[config.mk]
export PLATFORM = sky130hd
export DESIGN_NAME = fft_r2_sequencer_flat
export DESIGN_NICKNAME = d
export VERILOG_FILES = /design/src/rtl/fft_r2_sequencer_pkg.sv /design/src/rtl/fft_r2_sequencer_if.sv /design/src/rtl/fft_r2_sequencer_addr_delay.sv /design/src/rtl/fft_r2_sequencer.sv /design/src/flat_wrapper.sv
export SDC_FILE = /design/constraint.sdc
export NUM_CORES = 1
export LEC_CHECK = 0
export ABC_AREA = 1
export CAP_MARGIN = 20
export CORE_UTILIZATION = 61
export CTS_CLUSTER_DIAMETER = 120
export CTS_CLUSTER_SIZE = 16
export DETAILED_ROUTE_END_ITERATION = 12
export DONT_BUFFER_PORTS = 1
export PLACE_DENSITY = 0.76
export SETUP_SLACK_MARGIN = 0.2
export SYNTH_ARGS = -nofsm -noshare
export SYNTH_HDL_FRONTEND = slang
export SYNTH_SLANG_ARGS = --single-unit
[constraint.sdc]
create_clock -name clk -period 6.4 [get_ports clk]
set_input_delay 0 -clock clk [delete_from_list [all_inputs] [get_ports clk]]
set_output_delay 0 -clock clk [all_outputs]
set_load 0.02 [all_outputs]
[src/rtl/fft_r2_sequencer_pkg.sv]
// -----------------------------------------------------------------------------
// fft_pkg: shared definitions for the radix-2 DIT FFT sequencer.
//   - state_t      : sequencer FSM states
//   - bfly_addr_t  : butterfly read pair and twiddle index, sized for the
//                    largest legal FFT (LOG2N = 12); callers truncate
//   - bfly_addr()  : address/twiddle generation for stage s, butterfly k
//   - DEFAULT_LOG2N: default FFT size exponent
// -----------------------------------------------------------------------------
package fft_pkg;

    localparam int DEFAULT_LOG2N = 4;
    localparam int MAX_LOG2N     = 12;

    typedef enum logic [1:0] {
        IDLE,
        RUN,
        DRAIN,
        DONE
    } state_t;

    typedef struct packed {
        logic [MAX_LOG2N-1:0] addr0;
        logic [MAX_LOG2N-1:0] addr1;
        logic [MAX_LOG2N-1:0] tw;
    } bfly_addr_t;

    // Butterfly k of stage s pairs the elements that sit one span apart
    // within each group of 2*span; the twiddle step shrinks as span grows.
    function automatic bfly_addr_t bfly_addr(input int unsigned s,
                                             input int unsigned k,
                                             input int unsigned log2n);
        bfly_addr_t  r;
        int unsigned span;
        int unsigned pos;
        int unsigned grp;
        span    = 32'd1 << s;
        pos     = k & (span - 32'd1);
        grp     = k >> s;
        r.addr0 = MAX_LOG2N'((grp << (s + 32'd1)) | pos);
        r.addr1 = MAX_LOG2N'(((grp << (s + 32'd1)) | pos) + span);
        r.tw    = MAX_LOG2N'(pos << (log2n - 32'd1 - s));
        return r;
    endfunction

endpackage

[src/rtl/fft_r2_sequencer_if.sv]
// -----------------------------------------------------------------------------
// fft_r2_sequencer_if: control/RAM-address bundle of the FFT sequencer.
//   start               controller -> sequencer, one-cycle run request
//   busy, done          run status, done is a one-cycle pulse
//   rd_en, rd_addr0/1   butterfly read strobe and leg addresses
//   tw_addr             twiddle ROM index, valid with rd_en
//   wr_en, wr_addr0/1   write-back strobe and addresses (reads delayed)
//   stage               current stage, valid while busy
//   scale               (FFT_SEQ_SCALE_EN only) halve this write's outputs
// modport master = sequencer side, modport slave = FFT controller side.
// -----------------------------------------------------------------------------
interface fft_r2_sequencer_if #(
    parameter int LOG2N = fft_pkg::DEFAULT_LOG2N
);
    localparam int ADDR_W = LOG2N;
    localparam int STG_W  = $clog2(LOG2N + 1);
    localparam int TW_W   = LOG2N - 1;

    logic              start;
    logic              busy;
    logic              done;
    logic              rd_en;
    logic [ADDR_W-1:0] rd_addr0;
    logic [ADDR_W-1:0] rd_addr1;
    logic [TW_W-1:0]   tw_addr;
    logic              wr_en;
    logic [ADDR_W-1:0] wr_addr0;
    logic [ADDR_W-1:0] wr_addr1;
    logic [STG_W-1:0]  stage;
`ifdef FFT_SEQ_SCALE_EN
    logic              scale;
`endif

    modport master (
        input  start,
`ifdef FFT_SEQ_SCALE_EN
        output scale,
`endif
        output busy, done, rd_en, rd_addr0, rd_addr1, tw_addr,
        output wr_en, wr_addr0, wr_addr1, stage
    );

    modport slave (
        output start,
`ifdef FFT_SEQ_SCALE_EN
        input  scale,
`endif
        input  busy, done, rd_en, rd_addr0, rd_addr1, tw_addr,
        input  wr_en, wr_addr0, wr_addr1, stage
    );

endinterface

[src/rtl/fft_r2_sequencer_addr_delay.sv]
// -----------------------------------------------------------------------------
// fft_addr_delay: DEPTH-stage register pipe turning the read strobe/addresses
// into the write-back strobe/addresses. Data reads 0 whenever valid is low.
//   clk, rst   clock, asynchronous active-high reset
//   in_valid   read strobe
//   in_data    read addresses (plus optional per-write side bits)
//   out_valid  write strobe, in_valid delayed DEPTH cycles
//   out_data   in_data delayed DEPTH cycles, forced to 0 when not valid
// -----------------------------------------------------------------------------
module fft_addr_delay #(
    parameter int DEPTH = 1,
    parameter int W     = 8
) (
    input  logic         clk,
    input  logic         rst,
    input  logic         in_valid,
    input  logic [W-1:0] in_data,
    output logic         out_valid,
    output logic [W-1:0] out_data
);

    logic [DEPTH-1:0][W:0] pipe;

    // NOTE: the pipe is reset along with the FSM; an unreset stage could emit a
    // phantom write strobe right after reset.
    always_ff @(posedge clk or posedge rst) begin
        if (rst) begin
            pipe <= '0;
        end else begin
            pipe[0] <= {in_valid, in_data};
            for (int i = 1; i < DEPTH; i++) begin
                pipe[i] <= pipe[i-1];
            end
        end
    end

    assign out_valid = pipe[DEPTH-1][W];
    assign out_data  = out_valid ? pipe[DEPTH-1][W-1:0] : '0;

endmodule

[src/rtl/fft_r2_sequencer.sv]
// -----------------------------------------------------------------------------
// fft_r2_sequencer: address/control sequencer for an in-place radix-2 DIT FFT
// using one butterfly and one dual-port RAM (data already bit-reversed).
// Per stage it issues N/2 butterfly reads, then idles RD_LAT+1 cycles so the
// stage's last write-backs land before the next stage reads.
//   clk, rst  clock, asynchronous active-high reset
//   bus       fft_r2_sequencer_if.master (start in; status, read, twiddle,
//             write-back addresses and stage out)
// Parameters: LOG2N (2..12), RD_LAT (1..3), SCALE_MASK (FFT_SEQ_SCALE_EN).
// Optional feature macro FFT_SEQ_SCALE_EN: adds bus.scale = SCALE_MASK[stage
// of the write], aligned with wr_en.
// -----------------------------------------------------------------------------
module fft_r2_sequencer
    import fft_pkg::*;
#(
    parameter int LOG2N  = DEFAULT_LOG2N,
    parameter int RD_LAT = 1
`ifdef FFT_SEQ_SCALE_EN
    ,
    parameter logic [LOG2N-1:0] SCALE_MASK = '1
`endif
) (
    input logic              clk,
    input logic              rst,
    fft_r2_sequencer_if.master bus
);

    localparam int ADDR_W = LOG2N;
    localparam int STG_W  = $clog2(LOG2N + 1);
    localparam int TW_W   = LOG2N - 1;
    localparam int KW     = LOG2N - 1;

    state_t            state;
    logic [KW-1:0]     k_q;
    logic [1:0]        drain_q;

    logic              k_last;
    logic              drain_last;
    logic              s_last;
    logic              do_issue;
    logic [STG_W-1:0]  issue_s;
    logic [KW-1:0]     issue_k;
    bfly_addr_t        nxt;
    logic              unused_nxt;

    assign k_last     = (k_q == '1);
    assign drain_last = (drain_q == 2'(RD_LAT));
    assign s_last     = (bus.stage == STG_W'(LOG2N - 1));

    // Decide whether the next cycle carries a read, and for which (s, k).
    // NOTE: every always_comb output gets a default first so no path infers a latch.
    always_comb begin
        do_issue = 1'b0;
        issue_s  = '0;
        issue_k  = '0;
        case (state)
            IDLE: begin
                do_issue = bus.start;
            end
            RUN: begin
                do_issue = !k_last;
                issue_s  = bus.stage;
                issue_k  = k_q + 1'b1;
            end
            DRAIN: begin
                do_issue = drain_last && !s_last;
                issue_s  = bus.stage + 1'b1;
            end
            default: ;
        endcase
        nxt = bfly_addr(32'(issue_s), 32'(issue_k), LOG2N);
    end

    // Upper bits of the max-width address struct are intentionally discarded.
    assign unused_nxt = ^nxt;

    // NOTE: state and registered outputs use non-blocking assignment so every
    // read in this block sees the pre-edge values.
    always_ff @(posedge clk or posedge rst) begin
        if (rst) begin
            state        <= IDLE;
            k_q          <= '0;
            drain_q      <= '0;
            bus.busy     <= 1'b0;
            bus.done     <= 1'b0;
            bus.rd_en    <= 1'b0;
            bus.rd_addr0 <= '0;
            bus.rd_addr1 <= '0;
            bus.tw_addr  <= '0;
            bus.stage    <= '0;
        end else begin
            bus.done <= 1'b0;
            case (state)
                IDLE: begin
                    if (bus.start) begin
                        state    <= RUN;
                        bus.busy <= 1'b1;
                        k_q      <= '0;
                    end
                end
                RUN: begin
                    if (k_last) begin
                        state   <= DRAIN;
                        drain_q <= '0;
                    end else begin
                        k_q <= k_q + 1'b1;
                    end
                end
                DRAIN: begin
                    if (!drain_last) begin
                        drain_q <= drain_q + 1'b1;
                    end else if (s_last) begin
                        state    <= DONE;
                        bus.busy <= 1'b0;
                        bus.done <= 1'b1;
                    end else begin
                        state <= RUN;
                        k_q   <= '0;
                    end
                end
                DONE: begin
                    // start is deliberately not sampled here
                    state     <= IDLE;
                    bus.stage <= '0;
                end
                default: state <= IDLE;
            endcase

            if (do_issue) begin
                bus.rd_en    <= 1'b1;
                bus.rd_addr0 <= ADDR_W'(nxt.addr0);
                bus.rd_addr1 <= ADDR_W'(nxt.addr1);
                bus.tw_addr  <= TW_W'(nxt.tw);
                bus.stage    <= issue_s;
            end else begin
                bus.rd_en    <= 1'b0;
                bus.rd_addr0 <= '0;
                bus.rd_addr1 <= '0;
                bus.tw_addr  <= '0;
            end
        end
    end

    // Write-back path: the read strobe/addresses delayed by the RAM latency.
`ifdef FFT_SEQ_SCALE_EN
    localparam int PW = 2 * ADDR_W + 1;
    logic rd_scale;
    // stage register is aligned with the read it describes
    assign rd_scale = bus.rd_en & (|(SCALE_MASK & (LOG2N'(1) << bus.stage)));
    logic [PW-1:0] pipe_in;
    logic [PW-1:0] pipe_out;
    assign pipe_in = {bus.rd_addr0, bus.rd_addr1, rd_scale};
    assign {bus.wr_addr0, bus.wr_addr1, bus.scale} = pipe_out;
`else
    localparam int PW = 2 * ADDR_W;
    logic [PW-1:0] pipe_in;
    logic [PW-1:0] pipe_out;
    assign pipe_in = {bus.rd_addr0, bus.rd_addr1};
    assign {bus.wr_addr0, bus.wr_addr1} = pipe_out;
`endif

    fft_addr_delay #(
        .DEPTH (RD_LAT),
        .W     (PW)
    ) u_delay (
        .clk       (clk),
        .rst       (rst),
        .in_valid  (bus.rd_en),
        .in_data   (pipe_in),
        .out_valid (bus.wr_en),
        .out_data  (pipe_out)
    );

endmodule

[src/flat_wrapper.sv]
// flat-port wrapper written by rule: the top's interface ports become plain ports
module fft_r2_sequencer_flat import fft_pkg::*;
#(
    parameter int LOG2N  = DEFAULT_LOG2N,
    parameter int RD_LAT = 1

)
  (clk, rst, bus_start, bus_busy, bus_done, bus_rd_en, bus_rd_addr0, bus_rd_addr1, bus_tw_addr, bus_wr_en, bus_wr_addr0, bus_wr_addr1, bus_stage);
  fft_r2_sequencer_if #(.LOG2N(LOG2N)) bus_i ();
  input logic clk;
  input logic rst;
  input wire logic [$bits(bus_i.start)-1:0] bus_start;
  output wire logic [$bits(bus_i.busy)-1:0] bus_busy;
  output wire logic [$bits(bus_i.done)-1:0] bus_done;
  output wire logic [$bits(bus_i.rd_en)-1:0] bus_rd_en;
  output wire logic [$bits(bus_i.rd_addr0)-1:0] bus_rd_addr0;
  output wire logic [$bits(bus_i.rd_addr1)-1:0] bus_rd_addr1;
  output wire logic [$bits(bus_i.tw_addr)-1:0] bus_tw_addr;
  output wire logic [$bits(bus_i.wr_en)-1:0] bus_wr_en;
  output wire logic [$bits(bus_i.wr_addr0)-1:0] bus_wr_addr0;
  output wire logic [$bits(bus_i.wr_addr1)-1:0] bus_wr_addr1;
  output wire logic [$bits(bus_i.stage)-1:0] bus_stage;
  assign bus_i.start = bus_start;
  assign bus_busy = bus_i.busy;
  assign bus_done = bus_i.done;
  assign bus_rd_en = bus_i.rd_en;
  assign bus_rd_addr0 = bus_i.rd_addr0;
  assign bus_rd_addr1 = bus_i.rd_addr1;
  assign bus_tw_addr = bus_i.tw_addr;
  assign bus_wr_en = bus_i.wr_en;
  assign bus_wr_addr0 = bus_i.wr_addr0;
  assign bus_wr_addr1 = bus_i.wr_addr1;
  assign bus_stage = bus_i.stage;
  fft_r2_sequencer #(.LOG2N(LOG2N), .RD_LAT(RD_LAT)) u_core (.clk(clk), .rst(rst), .bus(bus_i));
endmodule
[Yosys cells after proc, flatten, opt, wreduce, memory -nomap -nowiden]
Cells that the tools add are included.
Cells by class
  bitwise operators: 2
  reduce and logical (&&, ||, !) cells: 12
  shifts and indexed selects: 4
  equal/unequal tests: 13
  multiplexer cells: 30
  $add $sub $neg: 7
Operators by type and width (count)
  3-bit by 32-bit AND with 32-bit output: 1
  1-bit by 3-bit left shift with 32-bit output, first input constant: 1
  32-bit by 32-bit left shift with 3-bit output: 1
  32-bit by 32-bit left shift with 4-bit output: 1
  3-bit by 3-bit >> shifter with 32-bit output: 1
  32-bit by 1-bit subtractor with 32-bit output, second input constant: 1
  3-bit two-way mux: 8
  2-bit two-way mux: 6
  3-bit one-hot mux with 3 select lines: 1
  4-bit two-way mux: 2
  8-bit two-way mux: 1
  2-bit inequality test, second input constant: 4
  2-bit one-hot mux with 4 select lines: 1
  1-bit two-way mux: 7
  3-bit by 1-bit adder with 3-bit output, second input constant: 2
  2-bit by 1-bit inequality test with 1-bit output, second input constant: 3
  3-bit one-hot mux with 2 select lines: 1
  3-bit AND reduction: 2
  2-bit nonzero test: 3
  5-bit AND reduction: 1
  3-bit by 1-bit adder with 4-bit output, second input constant: 1
  4-bit adder: 1
  2-bit by 1-bit equality test with 1-bit output, second input constant: 2
  2-bit equality test, second input constant: 2
  other kinds (13): 14
Storage, ports and cells
  input bits: 3
  logic and storage cells: 79
  output and inout bits: 26
  bits in registers: 33

[Longest topological paths before layout]
Gate-level depths: netlist (run 1).
  depth in word-level cells: 8
  mapped depth: 22
  mapped depth without buffers: 21

[Modules after synthesis]
A second synthesis (run 1) with hierarchy kept.
Second synthesis, totals
  cell total of the unflattened synthesis: 221
  area total of the unflattened synthesis: 1895.6 µm²
Modules (own cells, without submodules)
  fft_r2_sequencer: cells each 194, times used 1, area each 1601.5 µm²
  fft_addr_delay: cells each 27, times used 1, area each 294.0 µm²

[Worst setup path before layout (run 1)]
OpenSTA, ideal clock, no wires.
  kind: register to register
  start: register u_core.bus.stage[0]
  end: register u_core.bus.rd_addr1[3]
  period minus slack after synthesis: 3082 ps
  arrival: 2958 ps
  setup time: 124 ps
  setup slack: 3318 ps
  buffers on the path: 1
  stages on the path, launching flop included: 22
  cell sequence: dfrtp_1 -> ha_1 -> ha_1 -> inv_1 -> nand2_1 -> nand2_1 -> nand2_2 -> buf_6 -> ha_1 -> nand2_1 -> inv_1 -> nand3_1 -> o21ai_1 -> inv_1 -> nand2_1 -> ha_1 -> a21oi_1 -> nand2_1 -> xnor2_1 -> inv_1 -> nand3_1 -> a21oi_1
Between the ends
  longest elaborated chain between the ends: 8
  elaborated cells on any way between the ends: 15
  classes of those cells: 4 x add/sub; 1 x eq/ne; 3 x shift; 3 x mux; 2 x bitwise; 2 x reduce/logical
RTL lines
  start: declaration: line fft_r2_sequencer_if.sv:40  | output wr_en, wr_addr0, wr_addr1, stage
  start signal: assignment: line fft_r2_sequencer.sv:134  | bus.stage <= issue_s;
  3-bit by 1-bit adder with 3-bit output: line fft_r2_sequencer.sv:67  | issue_s = bus.stage + 1'b1;
  3-bit one-hot mux with 2 select lines: line fft_r2_sequencer.sv:56  | case (state)
  1-bit by 3-bit left shift with 32-bit output: line fft_r2_sequencer_pkg.sv:36  | span = 32'd1 << s;
  32-bit by 1-bit subtractor with 32-bit output: line fft_r2_sequencer_pkg.sv:37  | pos = k & (span - 32'd1);
  3-bit by 32-bit AND with 32-bit output: line fft_r2_sequencer_pkg.sv:37
  4-bit bitwise OR: line fft_r2_sequencer_pkg.sv:40  | r.addr1 = MAX_LOG2N'(((grp << (s + 32'd1)) | pos) + span);
  4-bit adder: line fft_r2_sequencer_pkg.sv:40
  4-bit two-way mux (*): line fft_r2_sequencer.sv:129  | if (do_issue) begin
  end signal: assignment: line fft_r2_sequencer.sv:132  | bus.rd_addr1 <= ADDR_W'(nxt.addr1);
  end: declaration: line fft_r2_sequencer_if.sv:39  | output busy, done, rd_en, rd_addr0, rd_addr1, tw_addr,
Every way passes the cells marked *; elsewhere a longest branch is shown, timed or not.
A chain may end at the register's enable or synchronous reset.

[Worst setup path in the final report (run 1)]
  start: register u_core.state[1]
  end: register u_core.bus.rd_addr1[3]
Between the ends
  longest elaborated chain between the ends: 8
  elaborated cells on any way between the ends: 15
  classes of those cells: 3 x add/sub; 2 x eq/ne; 3 x shift; 4 x mux; 2 x bitwise; 1 x reduce/logical
RTL lines
  start: declaration: line fft_r2_sequencer.sv:33  | state_t state;
  start signal: assignment: line fft_r2_sequencer.sv:81  | state <= IDLE;
  start signal: assignment: line fft_r2_sequencer.sv:96  | state <= RUN;
  start signal: assignment: line fft_r2_sequencer.sv:103  | state <= DRAIN;
  2-bit equality test or 2-bit by 1-bit equality test with 1-bit output (tied branches): line fft_r2_sequencer.sv:56
  3-bit one-hot mux with 2 select lines: line fft_r2_sequencer.sv:56
  1-bit by 3-bit left shift with 32-bit output: line fft_r2_sequencer_pkg.sv:36
  32-bit by 1-bit subtractor with 32-bit output: line fft_r2_sequencer_pkg.sv:37
  3-bit by 32-bit AND with 32-bit output: line fft_r2_sequencer_pkg.sv:37
  4-bit bitwise OR: line fft_r2_sequencer_pkg.sv:40
  4-bit adder: line fft_r2_sequencer_pkg.sv:40
  4-bit two-way mux (*): line fft_r2_sequencer.sv:129
Marks and branches as above.

==> impl_metrics.py, run 1 <==
metrics = {
    "critical_path": {
        "cp_max_fo": 8,
        "required_ns": 6.67,
        "startpoint_type": "register",
        "rr_endpoint": "u_core.bus.rd_addr1[3]$_DFF_PP0_",
        "critical_path_buf_inv_count": 4,
        "path_cells": "inv_1, ha_1, nand2_1, nand2_2, nand2_4, clkinv_1, ha_1, ha_1, nand2_1, inv_1, nand3_1, o21ai_1, inv_1, nand2_1, ha_1, a21oi_1, nand2_1, xnor2_1, nand3_1, a21oi_1",
        "r2r_cells": 20,
        "slowest_delay_ns": 0.46,
        "crit_arrival_ns": 3.68,
        "criticalPathCategory": "reg -> reg",
        "reg2reg_from": "u_core.state[1]$_DFFE_PP0P_",
        "crit_path_end": "u_core.bus.rd_addr1[3]$_DFF_PP0_",
        "path_delay_family": "adder cells",
        "r2r_slack_ns": 2.99,
        "endpoint_kind": "register",
        "slowest_stage": "dfrtp_1",
        "path_depth": 20,
        "cp-startpoint": "u_core.state[1]$_DFFE_PP0P_",
    },
    "floorplanning": {
        "ioPinCount": 29,
        "coreArea_sq_um": 2853,
        "die_x_um": 57.58,
        "start_util": 0.6605,
        "fp-row-count": 19,
        "die_h_um": 57.58,
        "die-area_sq_um": 3315,
    },
    "final_layout": {
        "antenna_cells": 0,
        "nets": 254,
        "layout_common_cells": "nand2_1, inv_1, dfrtp_1",
        "final_cells": 264,
        "fin_area_sq_um": 1988,
        "area_delta_synth_final_pct": 5.511,
        "nFillCells": 239,
        "layout_commonest_cell": "nand2_1",
        "drive_gt1_frac": 0.1373,
    },
    "status": {
        "status": "finished, violations left",
        "violations": "DRC",
    },
    "synthesis": {
        "syn_avg_cell_area_sq_um": 8.375,
        "ys_types": 30,
        "synth_edf_count": 0,
        "synthesis.nets": 247,
        "synth-main-ff-cell": "dfrtp_1",
        "synth_top_area_cell": "dfrtp_1",
        "syn_inst": 225,
        "synth_area_sq_um": 1884,
        "synth_area_leaders": "dfrtp_1, ha_1, nand2_1",
        "yosysWarnings": 0,
        "synth_top_area_share": 0.4382,
        "yosysSeqAreaShare": 0.4382,
        "yosys_register_bits": 33,
        "synth-async-reset-ratio": 1.000,
    },
    "job": {
        "maxCapViolCount": 0,
    },
    "sta": {
        "setup_violations": 0,
        "clock_skew_ns": 0.008652,
        "max_freq_ghz": 0.2933,
        "hold_violations": 0,
        "max-slew-margin-rel": 0.6863,
        "min_period_over_period": 0.5328,
        "fin_ws_ns": 2.990,
        "setup_tns_ns": 0,
        "rsz0062_at_grt": "false",
        "final_max_slew_viol_count": 0,
        "worst_pin_slew_ns": 0.4670,
        "layout_min_cycle_time_ns": 3.410,
    },
    "grt": {
        "grt_max_degree": 33,
        "overflow": 0,
        "grt_pass1_wl_um": 5989,
        "grt_antenna_before_repair": 0,
        "grt_pass1_vias": 1356,
        "grt_usage": 0.2494,
    },
    "routing": {
        "vias_per_cell": 5.587,
        "wl_per_cell_um": 13.76,
        "drt_iter0_markers": 53,
        "dr.pass1.iters": 8,
        "via_count": 1475,
        "wl_um": 3633,
        "drc_errors": 5,
        "detail-route-antenna-nets": 0,
    },
    "placement": {
        "portBuffers": 0,
        "hpwlAfterDp_um": 2789,
        "place_area_sq_um": 1903,
        "place_ws_ns": 3.042,
        "gp_congestion": 0.9417,
        "placed_cells": 253,
    },
    "power_and_ir_drop": {
        "power_density_nw_per_um2": 517.7,
        "leakage_nw": 1.145,
        "max-vdd-ir-drop_mv": 0.2516,
    },
    "clock_tree": {
        "cts_setup_buffers": 0,
        "cts_tree": "done",
        "clk-insertion-delay-late_ns": 0.34,
        "clk_pin_slew_ns": 0.10,
        "clock_sinks": 33,
        "cts_hold_buf": 3,
        "cts_resized": 0,
        "clockRootBuffer": "clkbuf_4",
        "clk_path_buf_depth": 2,
        "numCtsBuffers": 5,
        "h-tree-depth": 2,
    },
    "min_path": {
        "hold_path_class": "in -> reg",
    },
}
-- worst min-delay path by stage --
stage / from / to / slack (ns) / depth (start not counted)
3_3_place_gp: rst / u_core.u_delay.pipe[8]$_DFF_PP0_ / -0.26 / 1
5_1_grt: bus_start / u_core.state[0]$_DFFE_PP0P_ / 0.16 / 3
3_5_place_dp: rst / u_core.u_delay.pipe[8]$_DFF_PP0_ / -0.26 / 1
2_1_floorplan: rst / u_core.bus.busy$_DFFE_PP0P_ / 0.13 / 1
4_1_cts: bus_start / u_core.state[0]$_DFFE_PP0P_ / 0.08 / 3
6_report: bus_start / u_core.state[0]$_DFFE_PP0P_ / 0.11 / 3
-- power breakdown --
| part | leakage, nW | switching (mW) | internal [mW] | total [mW] |
|---|---|---|---|---|
| registers | 0.437 | 0.0832 | 0.271 | 0.355 |
| clock network | 0.0310 | 0.0709 | 0.0413 | 0.112 |
| logic | 0.677 | 0.379 | 0.183 | 0.562 |
-- layer usage --
layer | part of all wire | GRT usage | vias up
met1 | 0.43 | 0.2976 | 695
met4 | 0.015 | 0.09756 | 0
met5 | 0 | 0 | -
met2 | 0.49 | 0.4203 | 47
met3 | 0.061 | 0.07710 | 6
li1 | - | - | 727
-- tightest hold or removal path, delay by kind of cell --
family	cells	cell delay, ns
AO/OA/AOI/OAI	1	0.15
AND/OR/NAND/NOR	2	0.28
-- layout make-up --
cell class                      instances  area, sq um  share of cell area
Multi-Input combinational cell        146        870.8              0.4380
Sequential cell                        33        825.8              0.4154
Inverter                               42        160.2             0.08055
Tap cell                               31        38.79             0.01951
Clock buffer                            5        37.54             0.01888
Timing Repair Buffer                    4        37.54             0.01888
Clock inverter                          3        17.52            0.008811
-- sequential cells by signal, indices dropped and copies added (netlist names) --
name	flops
u_core.state	2
u_core.bus.rd_addr0	4
u_core.bus.rd_en	1
u_core.u_delay.pipe	9
u_core.bus.stage	3
u_core.drain_q	2
u_core.k_q	3
u_core.bus.tw_addr	3
u_core.bus.rd_addr1	4
u_core.bus.done	1
u_core.bus.busy	1
-- cell families (layout without fill, tap and decap cells) --
group	Yosys count	after routing	synth area share
XOR/XNOR	2	2	0.009298
flip-flops	33	33	0.4382
AO/OA/AOI/OAI	33	33	0.1036
adder cells (fa/ha/maj)	19	19	0.1301
AND/OR/NAND/NOR	92	92	0.2191
buffers and inverters	46	54	0.09960
-- synthesized netlist by cell type, types with 2 or more instances --
library cell / n
dfrtp_1: 33
o21ai_1: 6
nand2_1: 46
nand3_1: 11
o21ai_0: 10
nand2_2: 7
nand4_1: 3
a31oi_1: 2
nor2_2: 3
inv_1: 33
o22ai_1: 2
a21oi_1: 10
nor2_1: 18
nand3_2: 2
inv_2: 7
ha_1: 18
-- metrics by stage --
| step | util | total power [mW] | hold slack [ns] |
|---|---|---|---|
| floorplan | - | 0.8046 | 0.1289 |
| global placement | 0.6671 | 0.8825 | -0.2607 |
| detailed placement | 0.6671 | 0.9135 | -0.2573 |
| CTS | 0.6969 | 1.028 | 0.07894 |
| global route | 0.6969 | 1.123 | 0.1564 |
| finish | 0.6969 | 1.029 | 0.1126 |
Power figures use the tool's default switching activity.
==> run 2: changes to the inputs <==
--- a/config.mk
+++ b/config.mk
@@ -7,12 +7,12 @@
 export LEC_CHECK = 0
 export ABC_AREA = 1
 export CAP_MARGIN = 20
-export CORE_UTILIZATION = 61
+export CORE_UTILIZATION = 56
 export CTS_CLUSTER_DIAMETER = 120
 export CTS_CLUSTER_SIZE = 16
 export DETAILED_ROUTE_END_ITERATION = 12
 export DONT_BUFFER_PORTS = 1
-export PLACE_DENSITY = 0.76
+export PLACE_DENSITY = 0.73
 export SETUP_SLACK_MARGIN = 0.2
 export SYNTH_ARGS = -nofsm -noshare
 export SYNTH_HDL_FRONTEND = slang
==> constraint.sdc (replaced) <==
create_clock -name clk -period 3 [get_ports clk]
set_input_delay 0 -clock clk [delete_from_list [all_inputs] [get_ports clk]]
set_output_delay 0 -clock clk [all_outputs]
set_load 0.02 [all_outputs]
==> run 2 against run 1 <==
Net effect: the run now ends clean; hold slack lost 0.0011 ns; global-route usage grew 0.11 points; maximum frequency grew 19%; clock power grew 110%; sequential share of layout area shrank 6.2 points; critical path depth shrank 1; core utilization grew 5.3 points; combinational power grew to 2.9 times the previous value; register-to-register slack lost 2.9 ns.
==> impl_metrics.py, run 2 (synthesis results as in run 1) <==
metrics = {
    "floorplanning": {
        "ioPinCount": 29,
        "die_x_um": 60.01,
        "start_util": 0.6024,
        "fp-row-count": 20,
        "die-area_sq_um": 3601,
        "coreArea_sq_um": 3128,
        "die_h_um": 60.01,
    },
    "sta": {
        "final_max_slew_viol_count": 0,
        "rsz0062_at_grt": "true",
        "max-slew-margin-rel": 0.5793,
        "fin_ws_ns": 0.1393,
        "hold_ws_ns": 0.1115,
        "layout_min_cycle_time_ns": 2.861,
        "setup_tns_ns": 0,
        "hold_violations": 0,
        "min_period_over_period": 0.9536,
        "worst_pin_slew_ns": 0.6304,
        "clock_skew_ns": 0.006130,
        "max_freq_ghz": 0.3496,
        "setup_violations": 0,
    },
    "placement": {
        "placed_cells": 271,
        "hpwlAfterDp_um": 2842,
        "place_ws_ns": 0.05488,
        "portBuffers": 0,
        "place_area_sq_um": 2016,
        "gp_congestion": 0.9617,
    },
    "min_path": {
        "hold_path_class": "in -> reg",
        "min_path_cells": 3,
        "min_delay_worst_endpoint": "u_core.state[0]$_DFFE_PP0P_",
        "worstHoldStart": "bus_start",
    },
    "routing": {
        "dr.pass1.iters": 4,
        "via_count": 1580,
        "wl_per_cell_um": 14.19,
        "drc_errors": 0,
        "detail-route-antenna-nets": 0,
        "drt_iter0_markers": 111,
        "wl_um": 4214,
        "vias_per_cell": 5.320,
    },
    "critical_path": {
        "required_ns": 3.20,
        "slowest_delay_ns": 0.46,
        "crit_arrival_ns": 3.07,
        "path_delay_family": "simple AND/OR/NAND/NOR gates",
        "slowest_stage": "dfrtp_1",
        "r2r_cells": 19,
        "criticalPathCategory": "reg -> reg",
        "path_cells": "inv_2, ha_4, nor2_4, a21oi_4, buf_4, inv_4, ha_1, nand2_1, nor2_2, o21ai_2, inv_2, nand2_2, ha_4, a21oi_2, nand2_1, xnor2_2, inv_1, nand3_2, a21oi_2",
        "cp_max_fo": 10,
        "r2r_slack_ns": 0.14,
        "endpoint_kind": "register",
        "rr_endpoint": "u_core.bus.rd_addr1[3]$_DFF_PP0_",
        "reg2reg_from": "u_core.state[0]$_DFFE_PP0P_",
        "critical_path_buf_inv_count": 5,
        "startpoint_type": "register",
    },
    "power_and_ir_drop": {
        "max-vdd-ir-drop_mv": 0.5676,
        "leakage_nw": 1.263,
        "sw_frac_of_total": 0.4997,
        "clock_power_share": 0.090,
        "internal-power_mw": 1.318,
        "switchingPower_mw": 1.317,
        "combPwrFrac": 0.626,
        "power_density_nw_per_um2": 1123,
        "pwr-share-seq": 0.284,
        "totalPowerFinal_mw": 2.635,
    },
    "final_layout": {
        "drive_gt1_frac": 0.3320,
        "area_delta_synth_final_pct": 24.50,
        "reg_top3": "u_core.u_delay.pipe: 9 flops, u_core.bus.rd_addr0: 4 flops, u_core.bus.rd_addr1: 4 flops",
        "largest_reg_flops": 9,
        "fin_area_sq_um": 2346,
        "seq_area_sq_um": 828.3,
        "finish.utilization": 0.7500,
        "largest-register": "u_core.u_delay.pipe",
        "layout_commonest_cell": "nand2_1",
        "layout_common_cells": "nand2_1, dfrtp_1, inv_1",
        "nFillCells": 205,
        "multi_input_area_sq_um": 1051,
        "nets": 274,
        "final_cells": 297,
        "antenna_cells": 0,
    },
    "grt": {
        "grt_usage": 0.2505,
        "grt_pass1_wl_um": 6465,
        "grt_max_degree": 18,
        "grt_antenna_before_repair": 0,
        "grt_pass1_vias": 1463,
        "overflow": 0,
    },
    "status": {
        "status": "completed",
    },
    "clock_tree": {
        "h-tree-depth": 2,
        "clk_pin_slew_ns": 0.10,
        "numCtsBuffers": 5,
        "cts_tree": "done",
        "clk_path_buf_depth": 2,
        "clockRootBuffer": "clkbuf_4",
        "clk-insertion-delay-late_ns": 0.34,
        "clock_sinks": 33,
    },
    "job": {
        "maxCapViolCount": 0,
    },
}
==> run 2: per-layer routing <==
layer / up-vias / track usage / routed length [um]
met3: 16 / 0.05844 / 239
li1: 761 / - / -
met1: 742 / 0.3066 / 1689
met4: 0 / 0.1429 / 151
met2: 61 / 0.4032 / 2133
met5: - / 0 / 0
==> run 2: worst max path at each step <==
| stage | startpoint | end | cells after the start |
|---|---|---|---|
| after CTS | u_core.bus.stage[1]$_DFFE_PP0P_ | u_core.bus.rd_addr1[3]$_DFF_PP0_ | 20 |
| after floorplan | u_core.bus.stage[0]$_DFFE_PP0P_ | u_core.bus.rd_addr1[3]$_DFF_PP0_ | 21 |
| after global routing | u_core.state[0]$_DFFE_PP0P_ | u_core.bus.rd_addr1[3]$_DFF_PP0_ | 19 |
| after detailed placement | u_core.state[0]$_DFFE_PP0P_ | u_core.bus.rd_addr1[3]$_DFF_PP0_ | 19 |
| after global placement | u_core.state[1]$_DFFE_PP0P_ | u_core.bus.rd_addr1[3]$_DFF_PP0_ | 21 |
| final | u_core.state[0]$_DFFE_PP0P_ | u_core.bus.rd_addr1[3]$_DFF_PP0_ | 19 |
==> run 2: layout make-up <==
cell class / count / share of cell area
multi-input cells: 146 / 0.4480
flip-flops and latches: 33 / 0.3531
repair buffers: 24 / 0.08053
inverters: 42 / 0.07147
well taps: 44 / 0.02347
clock buffers: 5 / 0.01600
clock inverters: 3 / 0.007467
==> run 2: worst min-delay path: stages <==
cell     delay, ns
nor2_1        0.13
nor3_1        0.12
o21ai_0       0.16
==> run 2: power by group through the flow <==
stage               Combinational [mW]  Sequential (mW)  Clock, mW
floorplan                         1.04            0.733          0
finish                            1.65            0.747      0.238
global placement                  1.24            0.746          0
CTS                               1.51            0.742      0.243
global route                      1.85            0.768      0.262
detailed placement                1.28            0.755          0
==> run 2: timing repair <==
item,CTS,global route
setup buffers,12,4
endpoints found under the hold margin,17,0
pin swaps,10,13
gates resized for setup,13,16
endpoints found under the setup margin,2,3
hold buffers,2,0
==> run 3: changes to the inputs <==
--- a/config.mk
+++ b/config.mk
@@ -7,12 +7,13 @@
 export LEC_CHECK = 0
 export ABC_AREA = 1
 export CAP_MARGIN = 20
-export CORE_UTILIZATION = 56
+export CORE_UTILIZATION = 59
+export CTS_BUF_LIST = sky130_fd_sc_hd__clkbuf_4 sky130_fd_sc_hd__clkbuf_8
 export CTS_CLUSTER_DIAMETER = 120
 export CTS_CLUSTER_SIZE = 16
 export DETAILED_ROUTE_END_ITERATION = 12
 export DONT_BUFFER_PORTS = 1
-export PLACE_DENSITY = 0.73
+export PLACE_DENSITY = 0.77
 export SETUP_SLACK_MARGIN = 0.2
 export SYNTH_ARGS = -nofsm -noshare
 export SYNTH_HDL_FRONTEND = slang
==> constraint.sdc (replaced) <==
create_clock -name clk -period 3 [get_ports clk]
set_input_delay 0.45 -clock clk [delete_from_list [all_inputs] [get_ports clk]]
set_output_delay 0.45 -clock clk [all_outputs]
set_load 0.02 [all_outputs]
==> run 3 against run 2 <==
Net effect: combinational power grew 9%; largest cell class unchanged; die area fell by 4.9%; hold slack worse by 0.087 ns; largest power group unchanged; final area rose by 3.7%; clock power up 74%.
==> impl_metrics.py, run 3 (synthesis results as in run 1) <==
metrics = {
    "placement": {
        "place_ws_ns": 0.02598,
        "hpwlAfterDp_um": 2825,
        "portBuffers": 0,
        "place_area_sq_um": 2016,
        "gp_congestion": 0.8843,
    },
    "clock_tree": {
        "clk_path_buf_depth": 2,
        "h-tree-depth": 2,
        "clk_pin_slew_ns": 0.10,
        "clk-insertion-delay-late_ns": 0.34,
        "numCtsBuffers": 5,
        "cts_hold_buf": 0,
        "cts_tree": "done",
        "clock_sinks": 33,
        "clockRootBuffer": "clkbuf_4",
    },
    "floorplanning": {
        "die_x_um": 58.52,
        "coreArea_sq_um": 3053,
        "ioPinCount": 29,
        "die-area_sq_um": 3424,
        "die_h_um": 58.52,
        "fp-row-count": 20,
        "start_util": 0.6172,
    },
    "sta": {
        "setup_violations": 0,
        "worst_pin_slew_ns": 0.5450,
        "rsz0062_at_grt": "true",
        "setup_tns_ns": 0,
        "final_max_slew_viol_count": 0,
        "clock_skew_ns": 0.007443,
        "min_period_over_period": 0.9532,
        "max_freq_ghz": 0.3497,
        "hold_violations": 0,
        "hold_ws_ns": 0.02461,
        "layout_min_cycle_time_ns": 2.860,
        "fin_ws_ns": 0.1404,
        "max-slew-margin-rel": 0.6362,
    },
    "critical_path": {
        "cp-startpoint": "u_core.state[1]$_DFFE_PP0P_",
        "path_cells": "buf_6, ha_4, nand2_2, nand2_2, nand2_4, clkinv_4, ha_4, ha_4, nand2_4, inv_4, nand3_2, o21ai_2, inv_2, nand2_2, ha_4, a21oi_2, nand2_1, xnor2_2, inv_1, nand3_2, a21oi_2",
        "required_ns": 3.21,
        "r2r_slack_ns": 0.14,
        "crit_path_end": "u_core.bus.rd_addr1[3]$_DFF_PP0_",
        "rr_endpoint": "u_core.bus.rd_addr1[3]$_DFF_PP0_",
        "cp_max_fo": 7,
        "endpoint_kind": "register",
        "slowest_stage": "dfrtp_1",
        "crit_arrival_ns": 3.07,
        "reg2reg_from": "u_core.state[1]$_DFFE_PP0P_",
        "slowest_delay_ns": 0.43,
        "cpMostUsedCell": "ha_4",
        "criticalPathCategory": "reg -> reg",
        "r2r_cells": 21,
        "startpoint_type": "register",
    },
    "min_path": {
        "hold_path_class": "in -> async",
    },
    "final_layout": {
        "layout_commonest_cell": "nand2_1",
        "largest_reg_flops": 9,
        "area_delta_synth_final_pct": 29.08,
        "nets": 282,
        "fin_area_sq_um": 2432,
        "antenna_cells": 0,
        "reg_top3": "u_core.u_delay.pipe: 9 flops, u_core.bus.rd_addr0: 4 flops, u_core.bus.rd_addr1: 4 flops",
        "largest-register": "u_core.u_delay.pipe",
        "layout_common_cells": "nand2_1, buf_4, dfrtp_1",
        "drive_gt1_frac": 0.3525,
    },
    "job": {
        "maxCapViolCount": 0,
    },
    "grt": {
        "grt_antenna_before_repair": 0,
        "grt_pass1_wl_um": 6927,
        "grt_usage": 0.2755,
        "grt_pass1_vias": 1489,
        "grt_max_degree": 20,
        "overflow": 0,
    },
    "routing": {
        "drt_iter0_markers": 166,
        "via_count": 1676,
        "vias_per_cell": 5.495,
        "detail-route-antenna-nets": 0,
        "wl_um": 4803,
        "wl_per_cell_um": 15.75,
        "drc_errors": 0,
        "dr.pass1.iters": 4,
    },
    "power_and_ir_drop": {
        "switchingPower_mw": 1.393,
        "combPwrFrac": 0.610,
        "power_density_nw_per_um2": 1215,
        "clock_power_share": 0.140,
        "sw_frac_of_total": 0.4714,
        "totalPowerFinal_mw": 2.955,
        "leakage_nw": 1.302,
        "pwr-share-seq": 0.249,
        "max-vdd-ir-drop_mv": 0.7025,
        "internal-power_mw": 1.562,
    },
    "status": {
        "status": "completed",
    },
}
## run 3: stage by stage
step | utilization | cells
floorplan | - | 225
global placement | 0.6602 | 271
detailed placement | 0.6602 | 271
CTS | 0.7492 | 295
global route | 0.7967 | 305
finish | 0.7967 | 305
## run 3: final cells by class
| type | count | area (sq um) |
|---|---|---|
| clock inverters | 3 | 65.06 |
| inverters | 42 | 172.7 |
| flip-flops and latches | 33 | 829.5 |
| well taps | 44 | 55.05 |
| multi-input cells | 146 | 1028 |
| repair buffers | 32 | 244.0 |
| fillers | 184 | 620.6 |
| clock buffers | 5 | 37.54 |
## run 3: per-layer routing
layer  GRT usage  up-vias  wire, um  share of wire
li1            -      779         -              -
met3     0.05934       14       387          0.081
met2      0.4351       90      2296           0.48
met5           0        -         0              0
met1      0.3555      793      2023           0.42
met4      0.1463        0        97          0.020
## run 3: worst max-delay path: cells and delay by family (launching register included)
kind            cells  cell delay (ns)
compound gates      3             0.25
xor+xnor            1             0.18
fa+ha+maj           4             0.85
buf+inv             5             0.40
flops               1             0.43
simple gates        8             0.59
## run 3: how the worst min path moves through the flow
stage                                         start                                to
after floorplan           u_core.k_q[1]$_DFFE_PP0P_         u_core.k_q[1]$_DFFE_PP0P_
after global placement                          rst  u_core.u_delay.pipe[8]$_DFF_PP0_
after detailed placement                        rst  u_core.u_delay.pipe[8]$_DFF_PP0_
after CTS                                       rst       u_core.state[0]$_DFFE_PP0P_
after global routing                            rst  u_core.u_delay.pipe[8]$_DFF_PP0_
final                                           rst  u_core.u_delay.pipe[8]$_DFF_PP0_
## run 3: timing repair
item	in CTS	in global routing
resized for setup	9	17
pin swaps	8	14
setup endpoints to repair	3	4
buffers inserted	16	10
## run 3: power by group through the flow
stage / logic (mW) / clock network, mW / registers (mW)
floorplan: 1.04 / 0 / 0.733
global placement: 1.25 / 0 / 0.738
detailed placement: 1.29 / 0 / 0.743
CTS: 1.52 / 0.412 / 0.729
global route: 1.95 / 0.434 / 0.755
finish: 1.80 / 0.414 / 0.737
